**src/rtl/fir_pkg.sv**
```systemverilog
// fir_pkg: shared parameters, FSM states, default taps and history index helper
package fir_pkg;
  localparam int N = 15;
  localparam int XW = 12;
  localparam int CW = 16;
  localparam int YW = 32;
  localparam int PW = XW + CW;
  localparam int AW = 4;
  localparam int TW = $clog2(N + 1);
  typedef enum logic [1:0] {IDLE, MAC, OUT} state_t;
  localparam logic signed [CW-1:0] H_DEF [N] = '{
    16'sd1, -16'sd2, 16'sd2, 16'sd18, -16'sd8, -16'sd62, 16'sd6, 16'sd90,
    16'sd6, -16'sd62, -16'sd8, 16'sd18, 16'sd2, -16'sd2, 16'sd1};
  // Slot holding the sample tap positions older than the newest; wp points one past the newest.
  function automatic logic [AW-1:0] hist_idx(input logic [AW-1:0] wp, input logic [TW-1:0] tap);
    logic [AW:0] s;
    s = {1'b0, wp} + (AW+1)'(N - 1) - {1'b0, tap};
    return AW'(s >= (AW+1)'(N) ? s - (AW+1)'(N) : s);
  endfunction
endpackage

```
**src/rtl/fir_mac_seq_if.sv**
```systemverilog
// fir_mac_seq_if: sample/result handshakes, coefficient write port and busy flag
// master drives in_valid/x/out_ready/coef_*; slave drives in_ready/out_valid/y/busy
interface fir_mac_seq_if;
  import fir_pkg::*;
  logic in_valid;
  logic in_ready;
  logic signed [XW-1:0] x;
  logic out_valid;
  logic out_ready;
  logic signed [YW-1:0] y;
  logic coef_we;
  logic [AW-1:0] coef_addr;
  logic signed [CW-1:0] coef_data;
  logic busy;
  modport master(output in_valid, x, out_ready, coef_we, coef_addr, coef_data,
                 input in_ready, out_valid, y, busy);
  modport slave(input in_valid, x, out_ready, coef_we, coef_addr, coef_data,
                output in_ready, out_valid, y, busy);
endinterface

```
**src/rtl/fir_mac.sv**
```systemverilog
// fir_mac: pipelined signed multiply-accumulate
// clr_i zeroes the pipeline, en_i issues x_i*h_i, acc_o is the sum including the product in flight
module fir_mac
  import fir_pkg::*;
(
  input  logic                 clk,
  input  logic                 nreset,
  input  logic                 clr_i,
  input  logic                 en_i,
  input  logic signed [XW-1:0] x_i,
  input  logic signed [CW-1:0] h_i,
  output logic signed [YW-1:0] acc_o
);
  logic signed [PW-1:0] prod_q, prod_d;
  logic signed [YW-1:0] acc_q, acc_d;
  always_comb begin
    prod_d = (clr_i || !en_i) ? '0 : PW'(x_i) * PW'(h_i);
    acc_d = clr_i ? '0 : acc_o;
  end
  // Wraps modulo 2^YW; the product is sign-extended before adding.
  assign acc_o = acc_q + YW'(prod_q);
  always_ff @(posedge clk or negedge nreset)
    if (!nreset) begin
      prod_q <= '0;
      acc_q <= '0;
    end else begin
      prod_q <= prod_d;
      acc_q <= acc_d;
    end
endmodule

```
**src/rtl/fir_mac_seq.sv**
```systemverilog
// fir_mac_seq: N-tap FIR sharing one MAC across taps
// clk/nreset plain ports; bus carries sample in, result out and coefficient writes
module fir_mac_seq
  import fir_pkg::*;
(
  input logic clk,
  input logic nreset,
  fir_mac_seq_if.slave bus
);
  state_t state_q, state_d;
  logic [TW-1:0] tap_q, tap_d;
  logic [AW-1:0] wp_q, wp_d;
  logic ov_q, ov_d;
  logic signed [YW-1:0] y_q, acc;
  logic signed [XW-1:0] hist_q [N];
  logic signed [CW-1:0] h_q [N];
  logic accept, cwr, last;
  assign accept = bus.in_valid && state_q == IDLE;
  assign cwr = bus.coef_we && state_q == IDLE && bus.coef_addr < AW'(N);
  // The extra MAC cycle at tap N drains the product register into the result.
  assign last = tap_q == TW'(N);
  assign bus.in_ready = state_q == IDLE;
  assign bus.busy = state_q != IDLE;
  assign bus.out_valid = ov_q;
  assign bus.y = y_q;
  fir_mac u_mac (
    .clk   (clk),
    .nreset(nreset),
    .clr_i (accept),
    .en_i  (state_q == MAC && !last),
    .x_i   (hist_q[hist_idx(wp_q, tap_q)]),
    .h_i   (h_q[tap_q]),
    .acc_o (acc)
  );
  always_comb begin
    state_d = state_q;
    tap_d = tap_q;
    wp_d = wp_q;
    ov_d = ov_q;
    case (state_q)
      IDLE: if (accept) begin
        state_d = MAC;
        tap_d = '0;
        wp_d = wp_q == AW'(N - 1) ? '0 : wp_q + AW'(1);
      end
      MAC: begin
        tap_d = last ? '0 : tap_q + TW'(1);
        state_d = last ? OUT : MAC;
        ov_d = last;
      end
      OUT: if (bus.out_ready) begin
        ov_d = 1'b0;
        state_d = IDLE;
      end
      default: state_d = IDLE;
    endcase
  end
  always_ff @(posedge clk or negedge nreset)
    if (!nreset) begin
      state_q <= IDLE;
      tap_q <= '0;
      wp_q <= '0;
      ov_q <= 1'b0;
      y_q <= '0;
      for (int i = 0; i < N; i++) begin
        hist_q[i] <= '0;
        h_q[i] <= H_DEF[i];
      end
    end else begin
      state_q <= state_d;
      tap_q <= tap_d;
      wp_q <= wp_d;
      ov_q <= ov_d;
      y_q <= (state_q == MAC && last) ? acc : y_q;
      if (accept) hist_q[wp_q] <= bus.x;
      if (cwr) h_q[bus.coef_addr] <= bus.coef_data;
    end
endmodule

```
**src/flat_wrapper.sv**
```systemverilog
// flat-port wrapper written by rule: the top's interface ports become plain ports
module fir_mac_seq_flat import fir_pkg::*;
  (clk, nreset, bus_in_valid, bus_x, bus_out_ready, bus_coef_we, bus_coef_addr, bus_coef_data, bus_in_ready, bus_out_valid, bus_y, bus_busy);
  fir_mac_seq_if bus_i ();
  input logic clk;
  input logic nreset;
  input wire logic [$bits(bus_i.in_valid)-1:0] bus_in_valid;
  input wire logic [$bits(bus_i.x)-1:0] bus_x;
  input wire logic [$bits(bus_i.out_ready)-1:0] bus_out_ready;
  input wire logic [$bits(bus_i.coef_we)-1:0] bus_coef_we;
  input wire logic [$bits(bus_i.coef_addr)-1:0] bus_coef_addr;
  input wire logic [$bits(bus_i.coef_data)-1:0] bus_coef_data;
  output wire logic [$bits(bus_i.in_ready)-1:0] bus_in_ready;
  output wire logic [$bits(bus_i.out_valid)-1:0] bus_out_valid;
  output wire logic [$bits(bus_i.y)-1:0] bus_y;
  output wire logic [$bits(bus_i.busy)-1:0] bus_busy;
  assign bus_i.in_valid = bus_in_valid;
  assign bus_i.x = bus_x;
  assign bus_i.out_ready = bus_out_ready;
  assign bus_i.coef_we = bus_coef_we;
  assign bus_i.coef_addr = bus_coef_addr;
  assign bus_i.coef_data = bus_coef_data;
  assign bus_in_ready = bus_i.in_ready;
  assign bus_out_valid = bus_i.out_valid;
  assign bus_y = bus_i.y;
  assign bus_busy = bus_i.busy;
  fir_mac_seq u_core (.clk(clk), .nreset(nreset), .bus(bus_i));
endmodule
```
**config.mk**
```make
export PLATFORM = sky130hd
export DESIGN_NAME = fir_mac_seq_flat
export DESIGN_NICKNAME = d
export VERILOG_FILES = /design/src/rtl/fir_pkg.sv /design/src/rtl/fir_mac_seq_if.sv /design/src/rtl/fir_mac.sv /design/src/rtl/fir_mac_seq.sv /design/src/flat_wrapper.sv
export SDC_FILE = /design/constraint.sdc
export NUM_CORES = 1
export LEC_CHECK = 0
export BUFFER_PORTS_ARGS = -buffer_cell sky130_fd_sc_hd__buf_2
export CAP_MARGIN = 20
export CORE_MARGIN = 2
export CORE_UTILIZATION = 30
export DETAILED_ROUTE_END_ITERATION = 12
export GPL_TIMING_DRIVEN = 1
export PLACE_DENSITY = 0.48
export SYNTH_ARGS = -nofsm -noshare
export SYNTH_HDL_FRONTEND = slang
export SYNTH_SLANG_ARGS = --single-unit
```
**constraint.sdc**
```tcl
create_clock -name clk -period 12.7 [get_ports clk]
set_input_delay 1.27 -clock clk [delete_from_list [all_inputs] [get_ports clk]]
set_output_delay 1.27 -clock clk [all_outputs]
set_load 0.01 [all_outputs]
```
### Word level (Yosys, flattened, before mapping)

Cells that the tools add are included.

* equality and inequality tests: 6
* reductions and logical operators: 18
* order comparisons: 8
* add/subtract/negate cells: 6
* divide/modulo/power cells: 0
* muxes and demuxes: 25
* shift operators: 0
* $mul: 1
* bitwise gates (word level): 4

Operator list (count)
* 240-bit bitwise mux: 1
* 180-bit bitwise mux: 1
* 16-bit binary-select mux with 4-bit select: 1
* 16-bit demux with 4-bit select: 1
* 12-bit binary-select mux with 4-bit select: 1
* 12-bit demux with 4-bit select: 1
* 16-bit two-way mux: 3
* 12-bit two-way mux: 3
* 32-bit by 28-bit adder with 32-bit output: 1
* 32-bit two-way mux: 1
* 12-bit by 16-bit multiplier with 28-bit output: 1
* 28-bit two-way mux: 1
* 5-bit greater-or-equal comparator (second input constant): 4
* 4-bit inverter with 5-bit output: 4
* 4-bit two-way mux: 4
* 5-bit by 1-bit less-than comparator with 1-bit output (second input constant): 2
* 4-bit by 1-bit adder with 4-bit output (second input constant): 2
* 4-bit equality test (second input constant): 2
* 4-bit case mux with 2 select lines: 1
* 2-bit AND reduction: 4
* 1-bit logical AND: 7
* 2-bit two-way mux: 3
* 2-bit case mux with 3 select lines: 1
* 2-bit nonzero test: 3
* 14 further kinds: 15

* ROM bits: 0
* memories kept: 0
* latch bits: 0
* output and inout port bits: 35
* flip-flop bits (word level): 523
* RAM bits: 0

### Logic depth before layout (Yosys ltp)

Gate-level depths: netlist of run 1.

* depth in word-level cells: 10
* depth in mapped cells: 38
* depth with buffers taken out: 32

### Cells and area by module

A second synthesis of run 1 with hierarchy kept.

* cell total of the unflattened synthesis: 2710
* area total of the unflattened synthesis: 33579.7 µm²

By module, submodules not included
* fir_mac_seq: instances 1, area each 23044.6 µm², seq. area each 11703.7 µm², cells an instance 1542
* fir_mac: instances 1, area each 10535.1 µm², seq. area each 1501.4 µm², cells an instance 1168

### Worst setup path after synthesis of run 1

No wires, ideal clock.

* kind: register -> register
* from: register u_core.wp_q[1]
* to: register u_core.u_mac.prod_q[25]
* data arrival time: 8.151 ns
* cell stages (with the launch flop): 36
* path buffers: 3
* setup time: 0.132 ns
* period minus slack after synthesis: 8.283 ns
* required time: 12.568 ns
* setup slack: 4.417 ns
* path through: dfrtp_1 inv_1 ha_1 inv_1 ha_1 fa_1 xor2_1 a2111oi_1 a211oi_2 a211oi_4 buf_6 buf_6 a211oi_1 a311o_1 a21oi_4 buf_4 o21ai_0 fa_1 inv_1 ha_1 inv_1 fa_1 inv_1 fa_1 inv_1 fa_1 inv_1 ha_1 a21o_1 a21o_1 a21o_1 a21oi_1 nand2_1 a221oi_1 xor2_1 nor2_1

* longest elaborated chain between the ends: 10

Ends and longest elaborated chain
* from (decl): line fir_mac_seq.sv:12 `logic [AW-1:0] wp_q, wp_d;`
* from (signal assigned): line fir_mac_seq.sv:72 `wp_q <= wp_d;`
* 4-bit by 4-bit adder with 5-bit output (*): line fir_pkg.sv:17 `s = {1'b0, wp} + (AW+1)'(N - 1) - {1'b0, tap};`
* 5-bit by 4-bit subtractor with 5-bit output (*): line fir_pkg.sv:17
* 4-bit subtractor or 5-bit by 4-bit greater-or-equal comparator with 1-bit output (tied branches): line fir_pkg.sv:18 `return AW'(s >= (AW+1)'(N) ? s - (AW+1)'(N) : s);`
* 4-bit two-way mux (*): line fir_pkg.sv:18
* 4-bit inverter with 5-bit output (implied by the code) (*): line fir_mac_seq.sv:31 `.x_i (hist_q[hist_idx(wp_q, tap_q)]),`
* 12-bit binary-select mux with 4-bit select (*): line fir_mac_seq.sv:31
* 12-bit two-way mux (implied by the code) (*) (2 in series): line fir_mac_seq.sv:31
* 12-bit by 16-bit multiplier with 28-bit output (*): line fir_mac.sv:17 `prod_d = (clr_i || !en_i) ? '0 : PW'(x_i) * PW'(h_i);`
* 28-bit two-way mux (*): line fir_mac.sv:17
* net u_core.u_mac.prod_d[25]: line fir_mac.sv:14 `logic signed [PW-1:0] prod_q, prod_d;`
* to (signal assigned): line fir_mac.sv:27 `prod_q <= prod_d;`
* to (decl): line fir_mac.sv:14

Mark *: on every way through the listed nets, which the timed path passes. The rest lies on a longest branch. The select of a mux whose other input is x is not followed.
A chain may end at the register's enable or synchronous reset.

### Worst setup path in the final report of run 1

* from: register u_core.tap_q[1]
* to: register u_core.u_mac.prod_q[26]

* longest elaborated chain between the ends: 9

Ends and longest elaborated chain
* from (decl): line fir_mac_seq.sv:11 `logic [TW-1:0] tap_q, tap_d;`
* from (signal assigned): line fir_mac_seq.sv:71 `tap_q <= tap_d;`
* 5-bit by 4-bit subtractor with 5-bit output: line fir_pkg.sv:17
* 4-bit subtractor or 5-bit by 4-bit greater-or-equal comparator with 1-bit output (tied branches): line fir_pkg.sv:18
* 4-bit two-way mux: line fir_pkg.sv:18
* 4-bit inverter with 5-bit output (implied by the code): line fir_mac_seq.sv:31
* 12-bit binary-select mux with 4-bit select: line fir_mac_seq.sv:31
* 12-bit two-way mux (implied by the code) (2 in series): line fir_mac_seq.sv:31
* 12-bit by 16-bit multiplier with 28-bit output: line fir_mac.sv:17
* 28-bit two-way mux (*): line fir_mac.sv:17
* net u_core.u_mac.prod_d[26]: line fir_mac.sv:14

Marked as above.

==> results of run 1 <==
[cell usage after synthesis, types with 6 or more instances]
cell type	number	area, sq um
xor2_1	22	193
o211ai_1	11	82.6
xnor2_1	29	254
dfrtp_1	429	10700
buf_2	24	120
ha_1	98	1230
buf_4	12	90.1
nand2b_1	9	56.3
o31a_1	12	105
and3_1	27	169
and2_1	15	93.8
nor2b_1	12	75.1
inv_1	264	991
a21oi_1	71	355
a21o_1	22	165
a21oi_2	8	70.1
a21boi_1	9	67.6
o31ai_1	8	60.1
nor2_1	100	375
a21boi_0	23	173
mux2_2	387	4360
mux4_2	63	1420
nor3_1	20	100
a211oi_1	87	653
buf_1	12	45.0
clkbuf_1	126	473
o21bai_1	11	82.6
o21ai_1	45	225
o21ba_2	6	60.1
dfstp_2	94	2470
mux2i_1	29	290
nand3_1	27	135
o21ai_0	185	926
fa_1	181	3620
a311oi_1	7	61.3
o21a_1	45	338
buf_6	10	113
nand4_1	6	37.5
nand2_1	209	785
a311o_1	20	200
[flip-flops by register name, summed over array words and instances (netlist names), 2 cells and up]
register,flops
u_core.h_q,240
u_core.hist_q,180
u_core.bus.y,32
u_core.u_mac.acc_q,32
u_core.u_mac.prod_q,28
u_core.tap_q,4
u_core.wp_q,4
u_core.state_q,2
[worst max-delay path: cells and delay by family (launching register included)]
kind | cells | cell delay [ps]
compound gates | 10 | 3520
xor+xnor | 2 | 460
fa+ha+maj | 9 | 3930
buf+inv | 6 | 980
flops | 1 | 680
simple gates | 4 | 440
[metrics by stage]
stage | std cells | setup slack [ps] | instance area [sq um] | utilization | hold WS (ps)
final | 4292 | 2450 | 36200 | 0.338 | 473
after global routing | 4292 | 1820 | 36200 | 0.338 | 510
after CTS | 4289 | 2370 | 36200 | 0.338 | 477
after detailed placement | 4173 | 2420 | 34200 | 0.319 | 464
after global placement | 4171 | 2520 | 34100 | 0.319 | 456
after floorplan | 2835 | 4420 | 32400 | - | 471
[final timing paths]
check	endpoint	slack (ps)	depth (start not counted)
setup / recovery	u_core.u_mac.prod_q[26]	2450	31
max in group asynchronous	u_core.bus.y[30]	9970	3
hold / removal	u_core.bus.y[13]	470	2
setup reg to reg	u_core.u_mac.prod_q[26]	2450	31
min in group asynchronous	u_core.hist_q[113]	540	1
hold reg to reg	u_core.bus.y[13]	470	2
[final cells by class]
type                            instances  share of cell area
Multi-Input combinational cell       1860               0.481
Sequential cell                       523               0.365
Clock buffer                          105              0.0515
Tap cell                             1403              0.0485
Inverter                              264              0.0274
Timing Repair Buffer                  124              0.0219
Clock inverter                         11             0.00401
Antenna cell                            2            0.000138
[placed cells by master (no fill, tap or decap), types with 27 or more instances in the layout]
master,Yosys,routed
dfrtp_1,429,426
mux2_2,387,387
inv_1,264,264
nand2_1,209,209
o21ai_0,185,184
fa_1,181,181
ha_1,98,98
dfstp_2,94,94
nor2_1,100,91
a211oi_1,87,87
a21oi_1,71,71
buf_2,24,70
mux4_2,63,63
clkbuf_16,0,61
buf_4,12,50
o21a_1,45,45
o21ai_1,45,45
xnor2_1,29,29
mux2i_1,29,29
and3_1,27,27
nand3_1,27,27
clkbuf_1,126,27
[cell families after synthesis]
kind of cell    after synthesis  synth area share
compound gates              614             0.125
flops                       523             0.407
mux                         479             0.187
buf+inv                     452            0.0571
simple gates                436            0.0588
fa+ha+maj                   279             0.150
xor+xnor                     52            0.0146
[per-layer routing]
metal	wire length, um	part of all wire
met5	47	0.00053
met4	2080	0.024
met2	43000	0.49
met1	39600	0.45
met3	3330	0.038
==> results.sh, run 1 <==
export IMPL_outcome="finished, final reports clean"
export IMPL_fillCellCount=10737
export IMPL_worstHoldStart="u_core.bus.y[13]"
export IMPL_finalNetCount=3150
export IMPL_use_met1=0.213
export IMPL_area_growth_pct=11.6
export IMPL_ys_ff_latch=523
export IMPL_skew_ps=71.4
export IMPL_fin_crit_ps=10250
export IMPL_worst_pin_slew_ps=1160
export IMPL_clkSlewWorstSetupHoldPaths_ps=60
export IMPL_ys_seq_area_frac=0.407
export IMPL_grt_pass1_wl_mm=138
export IMPL_drt_iter0_drc=1165
export IMPL_io_pins=72
export IMPL_die_x_um=333
export IMPL_crit_required_ps=13220
export IMPL_antenna_left=0
export IMPL_avgSynthCellArea_sq_um=11.4
export IMPL_syn_inst=2835
export IMPL_clock_sinks=523
export IMPL_slew_violations=0
export IMPL_gr_total_overflow=0
export IMPL_clock_path_buffers=3
export IMPL_syn_cell_area_sq_um=32400
export IMPL_synth_edff_count=0
export IMPL_grt_pass1_vias=22891
export IMPL_antenna_found_initial=8
export IMPL_hp_class="reg2reg"
export IMPL_use_met2=0.269
export IMPL_grt_max_degree=138
export IMPL_rsz0062_at_grt="false"
export IMPL_vias_per_cell=5.03
export IMPL_dieArea_sq_um=111000
export IMPL_htreeDepth=2
export IMPL_startpoint_type="register"
export IMPL_insertion_delay_ps=690
export IMPL_yosys_cell_types_count=74
export IMPL_tritoncts="done"
export IMPL_fmax_mhz=97.6
export IMPL_cpPeakStageDelay_ps=680
export IMPL_path_class="reg2reg"
export IMPL_critical_path_arrival_ps=10770
export IMPL_fin_crit_sh=0.807
export IMPL_die_h_um=333
export IMPL_ys_flop_type="dfrtp_1"
export IMPL_cp_slowest_cell="dfrtp_4"
export IMPL_dp_hpwl_mm=58.6
export IMPL_track_usage=0.160
export IMPL_cts_buffers=61
export IMPL_yosys_warnings=0
export IMPL_async_flop_share=1.00
export IMPL_hold_violations=0
export IMPL_post_drt_wl_per_cell_um=20.5
export IMPL_syn_nets=3151
export IMPL_r2r_start="u_core.tap_q[1]"
export IMPL_portBuffers=71
export IMPL_endpoint_kind="register"
export IMPL_path_common_cell="fa_1"
export IMPL_grt_use_met3=0.0254
export IMPL_core_rowCount=120
export IMPL_crit_start="u_core.tap_q[1]"
export IMPL_dr_pass1_iters=5
export IMPL_wirelength_mm=88.1
export IMPL_drive_gt1_frac=0.280
export IMPL_setup_viol=0
export IMPL_core_area_sq_um=107000
export IMPL_gp_congestion=0.804
export IMPL_via_count=21572
export IMPL_drc=0
export IMPL_ctsHoldBuffers=0
export IMPL_slew_headroom=0.223
export IMPL_root_buffer="clkbuf_16"
export IMPL_post_cts_buffers=0
export IMPL_multi_input_area_sq_um=17400
export IMPL_crit_fanout=36
export IMPL_top_usage_layer="met2"
export IMPL_max_cap_violations=0
export IMPL_initial_core_util=0.303
export IMPL_tns_ps=0
export IMPL_cts_resized=0
export IMPL_register_area_sq_um=13200
Power of run 1 is left out: the tool's default activity adds up to more than one toggle a clock period on the data nets, which glitch-free logic cannot reach.
==> inputs of run 2 (changes only) <==
clock period = 10.45 ns   (was 12.7 ns; I/O delays follow)
==> run 2 against run 1 <==
Against the previous run:
- cell count is 0.44% higher
- global-route usage decreased by 0.29 points
- critical path depth did not move
- clock skew down 15 ps
- worst hold slack lost 21 ps
- count of clock-buffer cells in the layout decreased by 18
- utilization is 0.14 points higher
- sequential share of layout area shrank 0.15 points
- flip-flop and latch count unchanged
- via count is 0.43% lower
- setup slack got worse by 1300 ps
==> results.sh, run 2 (synthesis gave the netlist of run 1 again) <==
export IMPL_hold_violations=0
export IMPL_worst_pin_slew_ps=1040
export IMPL_reg_largest_list="u_core.h_q (240), u_core.hist_q (180)"
export IMPL_grt_max_degree=159
export IMPL_setup_viol=0
export IMPL_largest_reg_flops=240
export IMPL_clock_path_buffers=3
export IMPL_dp_hpwl_mm=58.7
export IMPL_cts_resized=0
export IMPL_rsz0062_at_grt="false"
export IMPL_hp_class="in2async"
export IMPL_die_x_um=333
export IMPL_final_core_util=0.339
export IMPL_fmax_mhz=108
export IMPL_gp_congestion=0.801
export IMPL_slew_violations=0
export IMPL_gr_total_overflow=0
export IMPL_die_h_um=333
export IMPL_fin_crit_ps=9270
export IMPL_insertion_delay_ps=650
export IMPL_cp_slowest_cell="dfrtp_1"
export IMPL_outcome="finished, final reports clean"
export IMPL_finalNetCount=3172
export IMPL_root_buffer="clkbuf_16"
export IMPL_drt_iter0_drc=1018
export IMPL_grt_pass1_vias=22541
export IMPL_crit_required_ps=10950
export IMPL_wirelength_mm=86.7
export IMPL_drive_gt1_frac=0.289
export IMPL_cpPeakStageDelay_ps=590
export IMPL_via_count=21479
export IMPL_critical_path_arrival_ps=9780
export IMPL_cts_buffers=60
export IMPL_max_cap_violations=0
export IMPL_ctsHoldBuffers=0
export IMPL_track_usage=0.157
export IMPL_post_drt_wl_per_cell_um=20.1
export IMPL_post_cts_buffers=0
export IMPL_initial_core_util=0.303
export IMPL_skew_ps=56.4
export IMPL_crit_family="adder cells"
export IMPL_io_pins=72
export IMPL_area_growth_pct=12.1
export IMPL_startpoint_type="register"
export IMPL_clock_sinks=523
export IMPL_tns_ps=0
export IMPL_drc=0
export IMPL_antenna_found_initial=4
export IMPL_endpoint_kind="register"
export IMPL_path_buf_inv=7
export IMPL_antenna_left=0
export IMPL_core_area_sq_um=107000
export IMPL_multi_input_area_sq_um=17400
export IMPL_final_common_cell="dfrtp_1"
export IMPL_register_area_sq_um=13200
export IMPL_vias_per_cell=4.98
export IMPL_largest_register="u_core.h_q"
export IMPL_tritoncts="done"
export IMPL_fin_crit_sh=0.888
export IMPL_grt_pass1_wl_mm=136
export IMPL_portBuffers=71
export IMPL_dr_pass1_iters=5
export IMPL_fillCellCount=10819
export IMPL_crit_fanout=21
export IMPL_clkSlewWorstSetupHoldPaths_ps=60
export IMPL_core_rowCount=120
export IMPL_path_class="reg2reg"
export IMPL_htreeDepth=2
export IMPL_dieArea_sq_um=111000
export IMPL_mostFrequentLayoutCells="dfrtp_1, mux2_2, inv_1"
export IMPL_slew_headroom=0.304
-- run 2: worst paths after layout --
kind / from / endpoint / slack, ps / cells past startpoint
setup reg to reg: u_core.wp_q[2] / u_core.u_mac.prod_q[26] / 1180 / 31
hold / removal: nreset / u_core.hist_q[72] / 450 / 1
max in group asynchronous: nreset / u_core.tap_q[0] / 7870 / 3
setup / recovery: u_core.wp_q[2] / u_core.u_mac.prod_q[26] / 1180 / 31
hold reg to reg: u_core.bus.y[22] / u_core.bus.y[22] / 470 / 2
min in group clk: u_core.bus.y[22] / u_core.bus.y[22] / 470 / 2
-- run 2: final cells by class --
type | count | share of cell area
clock inverters | 26 | 0.00627
inverters | 264 | 0.0273
multi-input cells | 1860 | 0.480
diodes | 1 | 0.0000689
well taps | 1403 | 0.0483
flip-flops and latches | 523 | 0.364
repair buffers | 147 | 0.0270
clock buffers | 87 | 0.0477
-- run 2: metrics by stage --
stage	hold slack (ps)	instances	setup slack, ps	cell area [sq um]
2_1_floorplan	471	2835	2170	32400
3_3_place_gp	457	4194	1180	34300
3_5_place_dp	464	4196	1130	34300
4_1_cts	461	4309	1150	36300
5_1_grt	485	4310	473	36300
6_report	452	4311	1180	36300
-- run 2: layer usage --
layer  GRT usage  vias up  part of all wire
li1            -     9924                 -
met1       0.210    11193              0.45
met2       0.273      262              0.50
met3      0.0182       92             0.027
met4      0.0339        8             0.018
met5           0        -           0.00058
Power of run 2 is left out for the same reason.
==> inputs of run 3 (changes only) <==
==> constraint.sdc (replaced) <==
create_clock -name clk -period 10.45 [get_ports clk]
set_input_delay 0.5225 -clock clk [delete_from_list [all_inputs] [get_ports clk]]
set_output_delay 0.5225 -clock clk [all_outputs]
set_load 0.01 [all_outputs]
==> run 3 against run 2 <==
Against the previous run:
- global-route usage about the same
- fmax about the same
- largest cell class unchanged
- clock skew about the same
- register-to-register slack about the same
==> results.sh, run 3 (synthesis gave the netlist of run 1 again) <==
export IMPL_outcome="finished, final reports clean"
export IMPL_portBuffers=71
export IMPL_crit_required_ps=10950
export IMPL_htreeDepth=2
export IMPL_clock_sinks=523
export IMPL_wirelength_mm=86.9
export IMPL_dp_hpwl_mm=58.7
export IMPL_core_area_sq_um=107000
export IMPL_drive_gt1_frac=0.289
export IMPL_final_common_cell="dfrtp_1"
export IMPL_cts_buffers=60
export IMPL_clkSlewWorstSetupHoldPaths_ps=60
export IMPL_io_pins=72
export IMPL_endpoint_kind="register"
export IMPL_grt_pass1_wl_mm=136
export IMPL_antenna_found_initial=4
export IMPL_initial_core_util=0.303
export IMPL_fin_crit_sh=0.887
export IMPL_cp_slowest_cell="dfrtp_1"
export IMPL_startpoint_type="register"
export IMPL_path_class="reg2reg"
export IMPL_cts_resized=0
export IMPL_mostFrequentLayoutCells="dfrtp_1, mux2_2, inv_1"
export IMPL_hp_class="in2reg"
export IMPL_die_x_um=333
export IMPL_largest_reg_flops=240
export IMPL_critical_path_arrival_ps=9770
export IMPL_vias_per_cell=4.98
export IMPL_dieArea_sq_um=111000
export IMPL_skew_ps=55.9
export IMPL_tritoncts="done"
export IMPL_gr_total_overflow=0
export IMPL_setup_viol=0
export IMPL_root_buffer="clkbuf_16"
export IMPL_die_h_um=333
export IMPL_track_usage=0.157
export IMPL_crit_fanout=21
export IMPL_drc=0
export IMPL_core_rowCount=120
export IMPL_grt_max_degree=159
export IMPL_post_drt_wl_per_cell_um=20.1
export IMPL_via_count=21459
export IMPL_max_cap_violations=0
export IMPL_fin_ws_ps=1180
export IMPL_grt_pass1_vias=22547
export IMPL_finalNetCount=3173
export IMPL_area_growth_pct=12.1
export IMPL_gp_congestion=0.801
export IMPL_worst_pin_slew_ps=1040
export IMPL_hold_violations=0
export IMPL_dr_pass1_iters=4
export IMPL_drt_iter0_drc=976
export IMPL_insertion_delay_ps=650
export IMPL_pre_cts_ws_ps=1130
export IMPL_rsz0062_at_grt="false"
export IMPL_tns_ps=0
export IMPL_slew_violations=0
export IMPL_post_cts_buffers=0
export IMPL_antenna_left=0
export IMPL_fmax_mhz=108
export IMPL_clock_path_buffers=3
export IMPL_fin_crit_ps=9270
export IMPL_cpPeakStageDelay_ps=590
export IMPL_reg_largest_list="u_core.h_q (240), u_core.hist_q (180)"
export IMPL_slew_headroom=0.307
export IMPL_largest_register="u_core.h_q"
run 3: worst paths after layout:
kind / from / end / slack (ps) / cells past startpoint
min: bus_out_ready / u_core.state_q[1] / 90 / 2
max reg2reg: u_core.wp_q[2] / u_core.u_mac.prod_q[26] / 1180 / 31
min reg2reg: u_core.bus.y[22] / u_core.bus.y[22] / 470 / 2
min in group asynchronous: nreset / u_core.hist_q[72] / 520 / 2
max: u_core.wp_q[2] / u_core.u_mac.prod_q[26] / 1180 / 31
max in group asynchronous: nreset / u_core.tap_q[0] / 7820 / 4
run 3: through the flow:
| stage | cells | util | hold slack [ps] | area [sq um] |
|---|---|---|---|---|
| after floorplan | 2835 | - | 227 | 32400 |
| after global placement | 4194 | 0.321 | 457 | 34300 |
| after detailed placement | 4196 | 0.321 | 464 | 34300 |
| after CTS | 4310 | 0.339 | 34.6 | 36300 |
| after global routing | 4311 | 0.339 | 73.4 | 36300 |
| final | 4312 | 0.339 | 85.9 | 36300 |
run 3: final cells by class:
class	count	area, sq um
Sequential cell	523	13200
Clock buffer	87	1730
Fill cell	10818	70700
Antenna cell	1	2.50
Clock inverter	26	228
Tap cell	1403	1760
Inverter	264	991
Multi-Input combinational cell	1860	17400
Timing Repair Buffer	148	991
run 3: what timing repair did:
action / 4_1_cts / 5_1_grt
endpoints found under the hold margin: 72 / 0
hold buffers: 1 / 0
setup endpoints to repair: 0 / 0
run 3: layer usage:
layer	vias to the layer above	wire length (um)	GRT usage
met5	-	50	0
met4	8	1530	0.0339
met3	94	2210	0.0182
met2	240	43600	0.273
met1	11190	39400	0.210
li1	9927	-	-
run 3: critical path: cells and delay by family, from the launching register on:
family	cells	cell delay [ps]
adders and majority gates	8	3480
and+or+nand+nor	4	550
AOI/OAI and AO/OA	10	2950
xor gates and xnor gates	2	450
DFF	1	590
buffers and inverters	7	1140
Power of run 3 is left out for the same reason.
